==> config.mk <==
export PLATFORM = sky130hd
export DESIGN_NAME = router_port_flat
export DESIGN_NICKNAME = d
export VERILOG_FILES = /design/src/rtl/router_port_if.sv /design/src/rtl/router_port.sv /design/src/flat_wrapper.sv
export SDC_FILE = /design/constraint.sdc
export NUM_CORES = 1
export LEC_CHECK = 0
export CAP_MARGIN = 20
export CORE_AREA = 2 2 128 130
export DETAILED_ROUTE_END_ITERATION = 10
export DIE_AREA = 0 0 130 132
export DONT_BUFFER_PORTS = 1
export SLEW_MARGIN = 20
export SYNTH_ARGS = -nofsm -noshare
export SYNTH_HDL_FRONTEND = slang
export SYNTH_SLANG_ARGS = --single-unit
==> constraint.sdc <==
create_clock -name clock -period 5.8 [get_ports clock]
set_input_delay 1.16 -clock clock [delete_from_list [all_inputs] [get_ports clock]]
set_output_delay 1.16 -clock clock [all_outputs]
set_load 0.05 [all_outputs]
==> src/rtl/router_port_if.sv <==
// Router-port link bundle: byte-serial node link on both directions plus the
// crossbar-side packet handshakes. The slave view belongs to router_port.
interface router_port_if;
    logic        rx_put;
    logic [7:0]  rx_payload;
    logic        rx_free;
    logic [31:0] out_pkt;
    logic        out_valid;
    logic        out_ready;
    logic [31:0] in_pkt;
    logic        in_valid;
    logic        in_ready;
    logic        tx_put;
    logic [7:0]  tx_payload;
    logic        tx_free;

    modport master (
        output rx_put, rx_payload, out_ready, in_pkt, in_valid, tx_free,
        input  rx_free, out_pkt, out_valid, in_ready, tx_put, tx_payload
    );

    modport slave (
        input  rx_put, rx_payload, out_ready, in_pkt, in_valid, tx_free,
        output rx_free, out_pkt, out_valid, in_ready, tx_put, tx_payload
    );
endinterface

==> src/rtl/router_port.sv <==
// Router-side end of a byte-serial node link: rx reassembles 4-byte packets into a queue,
// tx serializes one crossbar packet. rx: IDLE|B1|B2|B3 = bytes held; tx: IDLE|WAIT|SEND|DONE.
module router_port #(
    parameter int DEPTH = 2
) (
    input logic        clock,
    input logic        reset_n,
    router_port_if.slave bus
);
    localparam int PW = (DEPTH > 1) ? $clog2(DEPTH) : 1;
    localparam int CW = $clog2(DEPTH + 1);

    typedef enum logic [1:0] {RX_IDLE, RX_B1, RX_B2, RX_B3} rx_state_e;
    typedef enum logic [1:0] {TX_IDLE, TX_WAIT, TX_SEND, TX_DONE} tx_state_e;

    rx_state_e   rx_state_q;
    tx_state_e   tx_state_q;
    logic        rdy_q;
    logic [7:0]  rx_b0_q, rx_b1_q, rx_b2_q;
    logic [31:0] mem_q [DEPTH];
    logic [PW-1:0] head_q, tail_q, head_d, tail_d;
    logic [CW-1:0] count_q, count_d;
    logic [31:0] tx_sh_q;
    logic [1:0]  tx_idx_q;
    logic        tx_put_q;
    logic [7:0]  tx_payload_q;
    logic        rx_free, in_ready, push, pop;

    function automatic logic [PW-1:0] inc_ptr(input logic [PW-1:0] p);
        return (p == PW'(DEPTH - 1)) ? '0 : p + 1'b1;
    endfunction

    // rdy_q keeps both handshakes low while reset is asserted
    assign rx_free = rdy_q && (rx_state_q == RX_IDLE) && (count_q < CW'(DEPTH));
    assign in_ready = rdy_q && (tx_state_q == TX_IDLE);
    assign push = bus.rx_put && (rx_state_q == RX_B3);
    assign pop = bus.out_ready && (count_q != '0);

    always_comb begin
        head_d = pop ? inc_ptr(head_q) : head_q;
        tail_d = push ? inc_ptr(tail_q) : tail_q;
        count_d = count_q;
        if (push && !pop) count_d = count_q + 1'b1;
        else if (!push && pop) count_d = count_q - 1'b1;
    end

    assign bus.rx_free = rx_free;
    assign bus.in_ready = in_ready;
    assign bus.out_valid = (count_q != '0);
    assign bus.out_pkt = mem_q[head_q];
    assign bus.tx_put = tx_put_q;
    assign bus.tx_payload = tx_payload_q;

    always_ff @(posedge clock or negedge reset_n) begin
        if (!reset_n) begin
            rdy_q <= 1'b0;
        end else begin
            rdy_q <= 1'b1;
        end
    end

    always_ff @(posedge clock or negedge reset_n) begin
        if (!reset_n) begin
            rx_state_q <= RX_IDLE;
            rx_b0_q <= '0;
            rx_b1_q <= '0;
            rx_b2_q <= '0;
        end else begin
            case (rx_state_q)
                RX_IDLE: if (bus.rx_put && rx_free) begin
                    rx_b0_q <= bus.rx_payload;
                    rx_state_q <= RX_B1;
                end
                RX_B1: if (bus.rx_put) begin
                    rx_b1_q <= bus.rx_payload;
                    rx_state_q <= RX_B2;
                end
                RX_B2: if (bus.rx_put) begin
                    rx_b2_q <= bus.rx_payload;
                    rx_state_q <= RX_B3;
                end
                RX_B3: if (bus.rx_put) rx_state_q <= RX_IDLE;
                default: rx_state_q <= RX_IDLE;
            endcase
        end
    end

    always_ff @(posedge clock or negedge reset_n) begin
        if (!reset_n) begin
            for (int i = 0; i < DEPTH; i++) mem_q[i] <= '0;
            head_q <= '0;
            tail_q <= '0;
            count_q <= '0;
        end else begin
            if (push) mem_q[tail_q] <= {rx_b0_q, rx_b1_q, rx_b2_q, bus.rx_payload};
            head_q <= head_d;
            tail_q <= tail_d;
            count_q <= count_d;
        end
    end

    // tx_sh_q shifts left so the next byte to send is always in the top lane
    always_ff @(posedge clock or negedge reset_n) begin
        if (!reset_n) begin
            tx_state_q <= TX_IDLE;
            tx_sh_q <= '0;
            tx_idx_q <= '0;
            tx_put_q <= 1'b0;
            tx_payload_q <= '0;
        end else begin
            case (tx_state_q)
                TX_IDLE: if (bus.in_valid && in_ready) begin
                    tx_sh_q <= bus.in_pkt;
                    tx_state_q <= TX_WAIT;
                end
                TX_WAIT: if (bus.tx_free) begin
                    tx_put_q <= 1'b1;
                    tx_payload_q <= tx_sh_q[31:24];
                    tx_sh_q <= {tx_sh_q[23:0], 8'h00};
                    tx_idx_q <= 2'd1;
                    tx_state_q <= TX_SEND;
                end
                TX_SEND: begin
                    tx_payload_q <= tx_sh_q[31:24];
                    tx_sh_q <= {tx_sh_q[23:0], 8'h00};
                    tx_idx_q <= tx_idx_q + 2'd1;
                    if (tx_idx_q == 2'd3) tx_state_q <= TX_DONE;
                end
                TX_DONE: begin
                    tx_put_q <= 1'b0;
                    tx_state_q <= TX_IDLE;
                end
                default: tx_state_q <= TX_IDLE;
            endcase
        end
    end
endmodule

==> src/flat_wrapper.sv <==
// flat-port wrapper written by rule: the top's interface ports become plain ports
module router_port_flat 
#(
    parameter int DEPTH = 2
)
  (clock, reset_n, bus_rx_put, bus_rx_payload, bus_out_ready, bus_in_pkt, bus_in_valid, bus_tx_free, bus_rx_free, bus_out_pkt, bus_out_valid, bus_in_ready, bus_tx_put, bus_tx_payload);
  router_port_if bus_i ();
  input logic clock;
  input logic reset_n;
  input wire logic [$bits(bus_i.rx_put)-1:0] bus_rx_put;
  input wire logic [$bits(bus_i.rx_payload)-1:0] bus_rx_payload;
  input wire logic [$bits(bus_i.out_ready)-1:0] bus_out_ready;
  input wire logic [$bits(bus_i.in_pkt)-1:0] bus_in_pkt;
  input wire logic [$bits(bus_i.in_valid)-1:0] bus_in_valid;
  input wire logic [$bits(bus_i.tx_free)-1:0] bus_tx_free;
  output wire logic [$bits(bus_i.rx_free)-1:0] bus_rx_free;
  output wire logic [$bits(bus_i.out_pkt)-1:0] bus_out_pkt;
  output wire logic [$bits(bus_i.out_valid)-1:0] bus_out_valid;
  output wire logic [$bits(bus_i.in_ready)-1:0] bus_in_ready;
  output wire logic [$bits(bus_i.tx_put)-1:0] bus_tx_put;
  output wire logic [$bits(bus_i.tx_payload)-1:0] bus_tx_payload;
  assign bus_i.rx_put = bus_rx_put;
  assign bus_i.rx_payload = bus_rx_payload;
  assign bus_i.out_ready = bus_out_ready;
  assign bus_i.in_pkt = bus_in_pkt;
  assign bus_i.in_valid = bus_in_valid;
  assign bus_i.tx_free = bus_tx_free;
  assign bus_rx_free = bus_i.rx_free;
  assign bus_out_pkt = bus_i.out_pkt;
  assign bus_out_valid = bus_i.out_valid;
  assign bus_in_ready = bus_i.in_ready;
  assign bus_tx_put = bus_i.tx_put;
  assign bus_tx_payload = bus_i.tx_payload;
  router_port #(.DEPTH(DEPTH)) u_core (.clock(clock), .reset_n(reset_n), .bus(bus_i));
endmodule
**Word level (Yosys, flattened, before mapping)**

Index checks and enable logic that the tools add are counted.

- Eq/ne operators: 14
- Reductions and logical operators: 27
- Magnitude comparators: 4
- Multiplexer cells: 28
- Add/subtract/negate cells: 5
- Bitwise operators: 2

Operators with widths:

| cell | number |
|---|---|
| $mux W32 | 6 |
| $pmux W32 S3 | 1 |
| $bwmux W64 | 1 |
| $demux W32 S1 | 1 |
| $mux W2 | 10 |
| $pmux W2 S4 | 2 |
| $pmux W8 S2 | 1 |
| $ne A2 B2 Y1 const B | 6 |
| $eq A2 B2 Y1 const B | 5 |
| $logic_and A1 B1 Y1 | 10 |
| $reduce_and A2 Y1 | 5 |
| $mux W8 | 1 |
| $reduce_bool A2 Y1 | 4 |
| $reduce_and A3 Y1 | 2 |
| $add A2 B1 Y2 const B | 2 |
| $eq A2 B1 Y1 const B | 2 |
| $ge A2 B2 Y1 const B | 2 |
| $logic_not A2 Y1 | 2 |
| $not A1 Y2 | 2 |
| $pmux W2 S2 | 1 |
| $reduce_and A4 Y1 | 1 |
| $mux W1 | 3 |
| $reduce_bool A3 Y1 | 1 |
| $add A1 B1 Y1 const B | 2 |
| other kinds (6) | 7 |

- Input bits: 46
- Logic and storage cells: 95
- Register bits: 140
- Output and inout port bits: 44

**Logic depth before layout (Yosys ltp)**

- Word-level depth: 6
- Gate-level depth with buffers: 7
- Gate-level depth less buffers: 6

**Worst setup path before layout**

No wires, ideal clock.

- Path type: register to output
- From: register u_core.head_q
- To: output bus_out_pkt[14]
- Required time: 4.640 ns
- Data arrival time: 1.204 ns
- Buffers on the path: 2
- Setup slack: 3.436 ns
- Stages on the path, launching flop included: 4
- Cells stage by stage: dfrtp_1 clkbuf_1 buf_2 mux2_2

- Longest elaborated chain between the ends: 4

Ends and longest elaborated chain:

| element | RTL line | text |
|---|---|---|
| start, declared | router_port.sv:21 | `logic [PW-1:0] head_q, tail_q, head_d, tail_d;` |
| start signal, assigned | router_port.sv:91 | `head_q <= '0;` |
| start signal, assigned | router_port.sv:96 | `head_q <= head_d;` |
| $not A1 Y2 (not written as such) | router_port.sv:50 | `assign bus.out_pkt = mem_q[head_q];` |
| $mux W32 (not written as such) (3 in series) | router_port.sv:50 |  |
| end, declared | flat_wrapper.sv:17 | `output wire logic [$bits(bus_i.out_pkt)-1:0] bus_out_pkt;` |

Every way passes these cells. The select of a mux whose other input is x is not followed.

**Final worst setup path**

- From: register u_core.head_q
- To: output bus_out_pkt[7]

Same word-level chain as after synthesis.

==> run metrics <==
Post-Syn Nets 467; Total GRT Usage 14.2%; CTS tree done; # resized after CTS 0; clk slew on worst S/H paths ~60 ps; minimum clock period 3080 ps; RSZ-0062 raised after global routing no; CP Class register to primary output; Final setup viols 0; worst path arrival time 1920 ps; FF-to-FF setup slack 3490 ps; synthesized area per cell roughly 15 um2; clock root buffer clkbuf_16; clk sinks 140; met2 routed WL 5640 um; worst slew pin tran 891 ps; initial antenna violation count 0; vias in the first global route 3541; clk_skew 9.37 ps; ANT cells 0; post-CTS setup buffers 0; H-tree Lvls 4; overall routed net length about 12000 um; Critical R2R Capture u_core.tx_sh_q[12]; max layer used met4; DIE AREA 0.0172 mm2; CTS Hold Bufs 0; global-route wire length before repair 18900 um; period utilization 53.0%; Worst Hold Class primary input to async pin; wl on met1 5170 um; RD Place Congestion 0.727; DRT Pass-1 Iters 4; CP Max Fanout 25; outcome completed; vias per cell 5.02; Die Width ~130 um; met3 wire length about 800 um; Initial Util 40.4%; Post-layout nets between 400 and 500; clock buffer depth 2; yosys warns 0; Syn Inst Count 410; most common cell after layout, fill and taps aside mux2_2; setup ws final 2720 ps; synth unique cells 38; Post-Place Worst Slack approximately 3100 ps; largest stage delay on the critical path 570 ps; count of antenna-violating nets left after detailed routing 0; R2R depth 7; Slew Limit Fails 0; worst-skew pair later-pin latency between 400 and 500 ps; ratio of cells with drive above 1 in the final layout 51.9%; flops & latches, synth 140; crit-path cells buf_4 -> mux2_2; Worst Path Required about 4600 ps; I/O pins 90; Final Hold Viols 0; final design utilization roughly 46%; setup_tns 0 ps; hold slack 447 ps; gr ovfl total 0; post-synthesis cell area 0.00635 mm2; Area Growth Syn to Fin 12.6%; DRT iter0 DRCs 117; Cell Rows 46; fmax approximately 330 MHz; DR vias ~3.2k; Crit. End Element primary output; die height 132 um; R2R Path Start u_core.tx_state_q[0]; wire per inst 18.3 um; post-DP HPWL about 7600 um; maxcap violations 0; CTS buffer count 17; PortBufs 0; DRC 0; most frequent cells in the layout 149 x mux2_2, 140 x dfrtp_1, 30 x mux2_4, 17 x clkbuf_16, 11 x ha_1; largest net degree at the start of global routing 141; Worst slew margin 40.4%; Crit-path slowest cell dfrtp_1; Placeable Area 0.0157 mm2; CP startpoint kind register; sequential share of the synthesized area 55.2%
-- how the worst max path moves through the flow --
stage / slack (ps) / cells after the start / startpoint / endpoint
global placement: 3140 / 4 / bus_rx_put / u_core.mem_q[32]
finish: 2720 / 2 / u_core.head_q / bus_out_pkt[7]
detailed placement: 3130 / 4 / bus_rx_put / u_core.mem_q[32]
CTS: 2680 / 2 / u_core.head_q / bus_out_pkt[7]
floorplan: 3440 / 3 / u_core.head_q / bus_out_pkt[14]
global route: 2600 / 2 / u_core.head_q / bus_out_pkt[7]
-- stage by stage --
step	area [um2]	instances
after floorplan	6350	410
after global placement	6500	611
after detailed placement	6500	611
after CTS	7150	642
after global routing	7150	642
final	7150	642
-- flip-flops by register name, summed over array words and instances (netlist names), 2 cells and up --
name / count
u_core.count_q: 2
u_core.rx_b0_q: 8
u_core.rx_b1_q: 8
u_core.rx_state_q: 2
u_core.tx_idx_q: 2
u_core.tx_sh_q: 32
u_core.bus.tx_payload: 8
u_core.tx_state_q: 2
u_core.mem_q: 64
u_core.rx_b2_q: 8
-- worst max-delay path: cells and delay by family, from the launching register on --
kind,cells,cell delay (ps)
muxes,1,510
DFF,1,570
buffers and inverters,1,410
-- metal layers --
metal  global-route usage (%)  vias to the layer above
li1                         -                     1461
met3                     5.24                       10
met5                        0                        -
met1                     17.8                     1676
met4                     5.02                        0
met2                     22.6                       74
-- cell families (layout without fill, tap and decap cells) --
| group | after synthesis | count (layout) | share of synthesized area [%] |
|---|---|---|---|
| buffers and inverters | 23 | 39 | 2.56 |
| AOI/OAI and AO/OA | 10 | 10 | 1.24 |
| DFF | 140 | 140 | 55.2 |
| adders and majority gates | 11 | 11 | 2.17 |
| other | 1 | 1 | 0.0591 |
| and+or+nand+nor | 34 | 34 | 3.27 |
| xor gates and xnor gates | 5 | 5 | 0.690 |
| muxes | 186 | 186 | 34.8 |
-- layout make-up --
type | instances | area (um2)
Clock buffer | 20 | 457
Clock inverter | 11 | 190
Fill cell | 1415 | 8560
Inverter | 4 | 15.0
Multi-Input combinational cell | 247 | 2680
Sequential cell | 140 | 3500
Tap cell | 216 | 270
Timing Repair Buffer | 4 | 30.0
-- synthesized netlist by cell type --
| master | n | area (um2) |
|---|---|---|
| xnor2_1 | 2 | 17.5 |
| or2_2 | 1 | 6.26 |
| nor3_1 | 1 | 5.00 |
| conb_1 | 1 | 3.75 |
| mux2_1 | 6 | 67.6 |
| o21a_1 | 1 | 7.51 |
| ha_1 | 11 | 138 |
| nor2b_4 | 1 | 13.8 |
| and2_4 | 1 | 8.76 |
| nor4_1 | 1 | 6.26 |
| a21o_1 | 1 | 7.51 |
| xor2_1 | 3 | 26.3 |
| mux2_2 | 149 | 1680 |
| mux2i_2 | 1 | 13.8 |
| a21boi_0 | 1 | 7.51 |
| nand2_1 | 7 | 26.3 |
| nor3_4 | 1 | 16.3 |
| and2_1 | 1 | 6.26 |
| o32a_1 | 1 | 10.0 |
| a21boi_2 | 1 | 11.3 |
| and3b_1 | 1 | 8.76 |
| mux2_4 | 30 | 450 |
| inv_1 | 4 | 15.0 |
| buf_2 | 7 | 35.0 |
| dfrtp_1 | 140 | 3500 |
| or4_1 | 1 | 7.51 |
| o21ai_0 | 1 | 5.00 |
| nand2_2 | 1 | 6.26 |
| buf_4 | 2 | 15.0 |
| nand2b_1 | 3 | 18.8 |
| nor2_1 | 4 | 15.0 |
| a31oi_1 | 1 | 6.26 |
| nor2b_1 | 10 | 62.6 |
| a21oi_1 | 1 | 5.00 |
| clkbuf_1 | 2 | 7.51 |
| o311ai_0 | 1 | 8.76 |
| buf_6 | 8 | 90.1 |
| a32o_1 | 1 | 10.0 |
Power is not shown: default switching activity piles up to over one toggle a cycle in this logic, so the estimate is an artifact.
